==> src/rtl/demux_pkg.sv <==
// Shared constants and slot indexing for the lane demux array.
package demux_pkg;

   localparam logic MODE_EXT = 1'b0;
   localparam logic MODE_RR  = 1'b1;

   // Flat slot number of output k belonging to lane l.
   function automatic int slot_idx(input int lane, input int k, input int fanout);
      return lane * fanout + k;
   endfunction

endpackage

==> src/rtl/demux_lane.sv <==
// One input lane steered into FANOUT registered one-entry slots, with a
// round-robin pointer and per-target ready.
module demux_lane
   import demux_pkg::*;
#(
   parameter int WIDTH  = 8,
   parameter int FANOUT = 2,
   parameter int SELW   = $clog2(FANOUT)
) (
   input  logic                    clk,
   input  logic                    reset,
   input  logic                    mode,
   input  logic [SELW-1:0]         selector,
   input  logic [WIDTH-1:0]        data_in,
   input  logic                    valid_in,
   output logic                    ready_in,
   output logic [FANOUT*WIDTH-1:0] data_out,
   output logic [FANOUT-1:0]       valid_out,
   input  logic [FANOUT-1:0]       ready_out
);

   logic [SELW-1:0]               rr_ptr_r;
   logic [SELW-1:0]               target_s;
   logic [FANOUT-1:0]             valid_r;
   logic [FANOUT-1:0]             load_s;
   logic [FANOUT-1:0][WIDTH-1:0]  data_r;
   logic                          ready_s;
   logic                          accept_s;

   // Target selection and handshake; ready only looks at the targeted slot.
   always_comb begin
      if (mode == MODE_RR) begin
         target_s = rr_ptr_r;
      end else begin
         target_s = selector;
      end
      ready_s  = !valid_r[target_s] || ready_out[target_s];
      accept_s = valid_in && ready_s;
      load_s   = '0;
      if (accept_s) begin
         load_s[target_s] = 1'b1;
      end else begin
         load_s = '0;
      end
   end

   // Slot registers and round-robin pointer; a load wins over a drain so a
   // simultaneous drain+load keeps valid high.
   always_ff @(posedge clk or negedge reset) begin
      if (!reset) begin
         valid_r  <= '0;
         data_r   <= '0;
         rr_ptr_r <= '0;
      end else begin
         for (int k = 0; k < FANOUT; k++) begin
            if (load_s[k]) begin
               data_r[k]  <= data_in;
               valid_r[k] <= 1'b1;
            end else if (ready_out[k]) begin
               valid_r[k] <= 1'b0;
            end else begin
               valid_r[k] <= valid_r[k];
            end
         end
         if (accept_s && (mode == MODE_RR)) begin
            rr_ptr_r <= rr_ptr_r + SELW'(1);
         end else begin
            rr_ptr_r <= rr_ptr_r;
         end
      end
   end

   assign ready_in  = ready_s;
   assign valid_out = valid_r;
   assign data_out  = data_r;

endmodule

==> src/rtl/demux_lane_array.sv <==
// LANES independent 1:FANOUT demux lanes; this level only slices the buses.
module demux_lane_array
   import demux_pkg::*;
#(
   parameter int WIDTH  = 8,
   parameter int LANES  = 2,
   parameter int FANOUT = 2,
   parameter int SELW   = $clog2(FANOUT)
) (
   input  logic                          clk,
   input  logic                          reset,
   input  logic                          mode,
   input  logic [SELW-1:0]               selector,
   input  logic [LANES*WIDTH-1:0]        data_in,
   input  logic [LANES-1:0]              valid_in,
   output logic [LANES-1:0]              ready_in,
   output logic [LANES*FANOUT*WIDTH-1:0] data_out,
   output logic [LANES*FANOUT-1:0]       valid_out,
   input  logic [LANES*FANOUT-1:0]       ready_out
);

   for (genvar l = 0; l < LANES; l++) begin : g_lane
      localparam int BASE = slot_idx(l, 0, FANOUT);

      demux_lane #(
         .WIDTH  (WIDTH),
         .FANOUT (FANOUT),
         .SELW   (SELW)
      ) u_lane (
         .clk       (clk),
         .reset     (reset),
         .mode      (mode),
         .selector  (selector),
         .data_in   (data_in[l*WIDTH +: WIDTH]),
         .valid_in  (valid_in[l]),
         .ready_in  (ready_in[l]),
         .data_out  (data_out[BASE*WIDTH +: FANOUT*WIDTH]),
         .valid_out (valid_out[BASE +: FANOUT]),
         .ready_out (ready_out[BASE +: FANOUT])
      );
   end

endmodule
==> config.mk <==
export PLATFORM = sky130hd
export DESIGN_NAME = demux_lane_array
export DESIGN_NICKNAME = d
export VERILOG_FILES = /design/src/rtl/demux_pkg.sv /design/src/rtl/demux_lane.sv /design/src/rtl/demux_lane_array.sv
export SDC_FILE = /design/constraint.sdc
export NUM_CORES = 1
export LEC_CHECK = 0
export CAP_MARGIN = 20
export CORE_ASPECT_RATIO = 1.75
export CORE_MARGIN = 3
export CORE_UTILIZATION = 39
export DETAILED_ROUTE_END_ITERATION = 16
export MAX_ROUTING_LAYER = met4
export PLACE_DENSITY = 0.74
export SYNTH_ARGS = -nofsm -noshare
export SYNTH_HDL_FRONTEND = slang
export SYNTH_SLANG_ARGS = --single-unit
==> constraint.sdc <==
create_clock -name clk -period 1.8 [get_ports clk]
set_input_delay 0.36 -clock clk [delete_from_list [all_inputs] [get_ports clk]]
set_output_delay 0.36 -clock clk [all_outputs]
set_load 0.05 [all_outputs]
## Word level (Yosys, flattened, before mapping)

Index checks and enable logic that the tools add are counted.

| word-level totals | value |
|---|---|
| latch bits | 0 |
| bits in read-only memories | 0 |
| memories kept | 0 |
| flip-flop bits (word level) | 38 |
| word-level logic and storage cells | 54 |
| bits in writable memories | 0 |
| output and inout bits | 38 |
| input port bits | 26 |

| cells by class | value |
|---|---|
| reductions and logical operators | 14 |
| shifts and indexed selects | 0 |
| bitwise logic cells | 0 |
| add/subtract/negate cells | 2 |
| equality and inequality tests | 0 |
| divide/modulo/power cells | 0 |
| $lt $le $gt $ge | 4 |
| multiply operators | 0 |
| mux-type cells | 24 |

Operators with widths:

| cell | count |
|---|---|
| 1-bit 2-to-1 mux | 20 |
| 2-bit nonzero test | 4 |
| 1-bit logical AND | 6 |
| 1-bit by 2-bit < comparator with 1-bit output (second input constant) | 2 |
| 2-bit 2-to-1 mux | 2 |
| 1-bit adder (second input constant) | 2 |
| 1-bit demux with 1-bit select | 2 |
| 1-bit greater-or-equal comparator (second input constant) | 2 |
| 1-bit logical NOT | 2 |
| 1-bit logical OR | 2 |

## Depth between registers and ports, before layout

| logic depth | value |
|---|---|
| depth after elaboration | 8 |
| gate-level depth with buffers | 4 |
| depth with buffers taken out | 3 |

## Cells and area by module

From an unflattened synthesis, not the netlist that was laid out.

| unflattened totals | value |
|---|---|
| cells, all modules | 90 |
| area total of the unflattened synthesis | 1491.4 sq um |

By module, submodules not included:

| module | times used | cells each | area each (sq um) |
|---|---|---|---|
| demux_lane | 2 | 45 | 745.7 |

## Worst setup path after synthesis

OpenSTA, ideal clock, no wires.

| path | value |
|---|---|
| kind | reg2out |
| from | register g_lane[0].u_lane.valid_r[1] |
| to | output ready_in[0] |
| path slack | 0.150 ns |
| data arrival time | 1.290 ns |
| buffers on the path | 1 |
| cell stages (with the launch flop) | 4 |
| path through | dfrtp_1 -> nand2b_1 -> mux2_2 -> buf_4 |

| between the ends | value |
|---|---|
| longest elaborated chain between the ends | 4 |

RTL lines:

| element | RTL line | text |
|---|---|---|
| from (decl) | demux_lane.sv:24 | `logic [FANOUT-1:0] valid_r;` |
| from (signal, indexed assignment) | demux_lane.sv:62 | `valid_r[k] <= valid_r[k];` |
| 1-bit 2-to-1 mux (not written as such) (2 in series) | demux_lane.sv:37 | `ready_s = !valid_r[target_s] \|\| ready_out[target_s];` |
| 1-bit logical NOT | demux_lane.sv:37 |  |
| 1-bit logical OR | demux_lane.sv:37 |  |
| to (decl) | demux_lane_array.sv:16 | `output logic [LANES-1:0] ready_in,` |

No other way between the ends. The select of a mux whose other input is x is not followed.

## Worst setup path in the final report

| path | value |
|---|---|
| from | input ready_out[0] |
| to | output ready_in[0] |

| between the ends | value |
|---|---|
| longest elaborated chain between the ends | 3 |

RTL lines:

| element | RTL line | text |
|---|---|---|
| from (decl) | demux_lane_array.sv:19 | `input logic [LANES*FANOUT-1:0] ready_out` |
| 1-bit 2-to-1 mux (not written as such) (2 in series) | demux_lane.sv:37 |  |
| 1-bit logical OR | demux_lane.sv:37 |  |

No other way between the ends. The select of a mux whose other input is x is not followed.

==> results_tabular.tex <==
\begin{tabular}{lr}
\hline
Metric & Value \\
\hline
\multicolumn{2}{l}{\textbf{Logic synthesis}} \\
\quad Number of synthesized flops with an enable pin & 0 \\
\quad Share of flip-flops with an asynchronous set or reset & 100\% \\
\quad Fraction of synthesized cell area taken by the top area cell type & 61.9\% \\
\quad Most repeated cell in the gate-level netlist after synthesis & dfrtp\_1 \\
\quad Total nets after synthesis & 119 \\
\quad Post-synthesis sequential element count & 38 \\
\quad Top post-synthesis cells by area & dfrtp\_1 (62\%), mux2\_2 (25\%), mux2i\_4 (2.9\%) \\
\quad Yosys warning total & 0 \\
\quad Cells after Synth & 93 \\
\quad Cell area after synthesis & 1540 um\^{}2 \\
\quad Post-synthesis sequential area ratio & 61.9\% \\
\quad Synth area leader & dfrtp\_1 \\
\quad Syn Area/Cell & 16.5 um\^{}2 \\
\quad Cell types with the highest counts after synthesis & dfrtp\_1 (38), mux2\_2 (34), nand2\_1 (4), nand2b\_1 (4) \\
\quad Primary FF master, synth & dfrtp\_1 \\
\quad Synth unique cells & 11 \\
\multicolumn{2}{l}{\textbf{STA}} \\
\quad Sum Neg Setup Slack & 0 ns \\
\quad Hold violation total from the final report & 0 \\
\quad Max-slew violation total from the final report & 0 \\
\quad Clock period minus worst slack & 1.75 ns \\
\quad Fin crit share & 97.4\% \\
\quad Max\_slew headroom & 44.8\% \\
\quad Achievable Freq & 0.570 GHz \\
\quad Final worst-path setup slack & 0.0471 ns \\
\quad Final setup skew & 0.00217 ns \\
\quad Final setup violation count & 0 \\
\quad Pin slew with the least headroom to its limit & 0.828 ns \\
\quad Unrepaired setup endpoints after global routing & false \\
\multicolumn{2}{l}{\textbf{Layout}} \\
\quad Final design instance area without fill & 2270 um\^{}2 \\
\quad Fraction of final layout cells sized beyond drive strength 1 & 56.1\% \\
\quad Number of nets in the finished design & 197 \\
\quad Area grow syn2layout & 48.0\% \\
\quad Antenna cells & 0 \\
\quad Final standard cell count with taps included and fillers excluded & 217 \\
\multicolumn{2}{l}{\textbf{Drt}} \\
\quad Count of routing violations after the opening detailed-route iteration & 4 \\
\quad Number of remaining DRC errors & 0 \\
\quad Mean number of vias per cell & 4.80 \\
\quad Vias post-DR & 1,041 \\
\quad Detail Route Antenna Nets & 0 \\
\quad WL/cell & 15.2 um \\
\quad WL final & 3290 um \\
\quad First-pass DRT Iterations & 2 \\
\multicolumn{2}{l}{\textbf{Placement}} \\
\quad Port Buffers & 63 \\
\quad Placer's final routability congestion estimate & 0.667 \\
\quad Placed Instances & 208 \\
\quad Detailed Place HPWL & 2460 um \\
\quad Worst slack after detailed placement & -0.309 ns \\
\quad Dpl cell area & 2160 um\^{}2 \\
\multicolumn{2}{l}{\textbf{Worst setup path}} \\
\quad Critical path's largest stage delay & 0.41 ns \\
\quad Setup crit end kind & primary output \\
\quad Nature of the critical path startpoint & input pin \\
\quad Worst Path Max Fanout & 3 \\
\quad Cell-by-cell listing of the critical path & clkdlybuf4s50\_1, nand2b\_1, mux2\_4, buf\_6 \\
\quad Required time of the critical path & 1.44 ns \\
\quad CP Data Arrival Time & 1.39 ns \\
\quad Crit path kind & input pin to primary output \\
\quad Register-to-register setup slack & 0.20 ns \\
\quad Critical path's slowest cell & clkdlybuf4s50\_1 \\
\multicolumn{2}{l}{\textbf{Outcome}} \\
\quad Run status & finished, final reports clean \\
\multicolumn{2}{l}{\textbf{Die}} \\
\quad Number of rows in the core area & 29 \\
\quad Width of the die & 53.4 um \\
\quad Full die area & 4750 um\^{}2 \\
\quad Boundary pin count & 64 \\
\quad Area of the core region & 3700 um\^{}2 \\
\quad Chip Height & 89.0 um \\
\quad Initial cell density of the core & 41.5\% \\
\multicolumn{2}{l}{\textbf{GRT}} \\
\quad Antenna violations before repair & 0 \\
\quad Global routing usage summed across all routing layers & 16.5\% \\
\quad Pin count of the biggest net entering global routing & 39 \\
\quad First-pass GRT wire length & 5410 um \\
\quad Number of global-route vias before repair & 1,142 \\
\quad Total overflow reported by the global router & 0 \\
\multicolumn{2}{l}{\textbf{Clocking}} \\
\quad Clock Latency Late Sink & 0.28 ns \\
\quad \# clock sinks & 38 \\
\quad Number of clock buffers inserted by TritonCTS & 5 \\
\quad CTS H-tree lvls & 2 \\
\quad CTS Buffer Depth & 2 \\
\quad Clock transition at the registers of the reported paths & 0.07 ns \\
\quad TritonCTS clock tree & built \\
\quad Number of buffers inserted for hold repair after clock tree synthesis & 0 \\
\quad CTS Root Buffer Type & clkbuf\_8 \\
\multicolumn{2}{l}{\textbf{Pwr}} \\
\quad Worst supply voltage drop on vdd & 1080 uV \\
\quad Total leakage power & 0.00105 uW \\
\quad Power density over cell area & 1720 nW/um\^{}2 \\
\multicolumn{2}{l}{\textbf{Flow run}} \\
\quad Number of violations of the max-capacitance limit & 0 \\
\multicolumn{2}{l}{\textbf{Hold path}} \\
\quad Type of the most critical hold path & input pin to asynchronous set/reset pin \\
\hline
\end{tabular}
-- worst paths after layout --
check                                              startpoint                             to  cells after the start
worst max-delay path                             ready_out[0]                    ready_in[0]                      4
worst min-delay path                                    reset  g_lane[0].u_lane.data_out[11]                      1
worst max register to register      g_lane[1].u_lane.rr_ptr_r   g_lane[1].u_lane.data_out[0]                      6
worst min register to register  g_lane[0].u_lane.data_out[13]  g_lane[0].u_lane.data_out[13]                      1
max in group asynchronous                               reset      g_lane[0].u_lane.rr_ptr_r                      1
min in group clk                                         mode      g_lane[1].u_lane.rr_ptr_r                      3
-- metrics by stage --
stage	util, %	hold WS [ns]	total power (uW)
after global placement	58.5	0.482	3340
final	61.4	0.178	3910
after global routing	61.4	0.219	4100
after CTS	61.3	0.197	3950
after floorplan	-	0.0644	2700
after detailed placement	58.5	0.495	3390
-- report_power, final --
group	leakage (uW)	internal (uW)	total [uW]	switching, uW
clock network	0.0000383	266	531	265
registers	0.000446	1150	1310	164
logic	0.000562	727	2070	1340
-- layout make-up --
class | count | area [um^2]
Clock buffer | 7 | 76.3
Timing Repair Buffer | 74 | 622
Fill cell | 321 | 1430
Multi-Input combinational cell | 52 | 566
Sequential cell | 38 | 951
Tap cell | 46 | 57.6
-- flip-flops by register name, indices dropped and copies added (netlist names) --
| name | count |
|---|---|
| g_lane.u_lane.valid_out | 4 |
| g_lane.u_lane.data_out | 32 |
| g_lane.u_lane.rr_ptr_r | 2 |
-- per-layer routing --
metal  part of all wire, %  GRT usage [%]
met1                    36           17.6
met2                    56           28.0
met3                   6.1           4.34
met4                   1.6           6.98
met5                     0              -
-- cell families (layout without fill, tap and decap cells) --
group	after synthesis	after routing	share of synthesized area, %
and+or+nand+nor	12	12	6.52
DFF	38	38	61.9
buffers and inverters	3	81	1.71
muxes	36	36	27.9
AOI/OAI and AO/OA	4	4	1.96
-- cell usage in the layout (no fill, tap or decap), types with 4 or more instances in the layout --
cell type and instances:
buf_4 45, dfrtp_1 38, mux2_2 32, clkdlybuf4s50_1 22, clkbuf_8 5, nand2b_1 4
nand2_1 4, buf_6 4
-- worst max-delay path: cells and delay by family --
kind                   cells  cell delay (ns)
buffers and inverters      2             0.56
muxes                      1             0.28
and+or+nand+nor            1             0.19
-- timing repair --
item                                    in CTS  in global routing
endpoints found under the setup margin       2                  2
cloned                                       0                  0
resized for setup                            8                  2
setup buffers                                1                  1
Note: power is estimated with default switching activity, not from simulation.
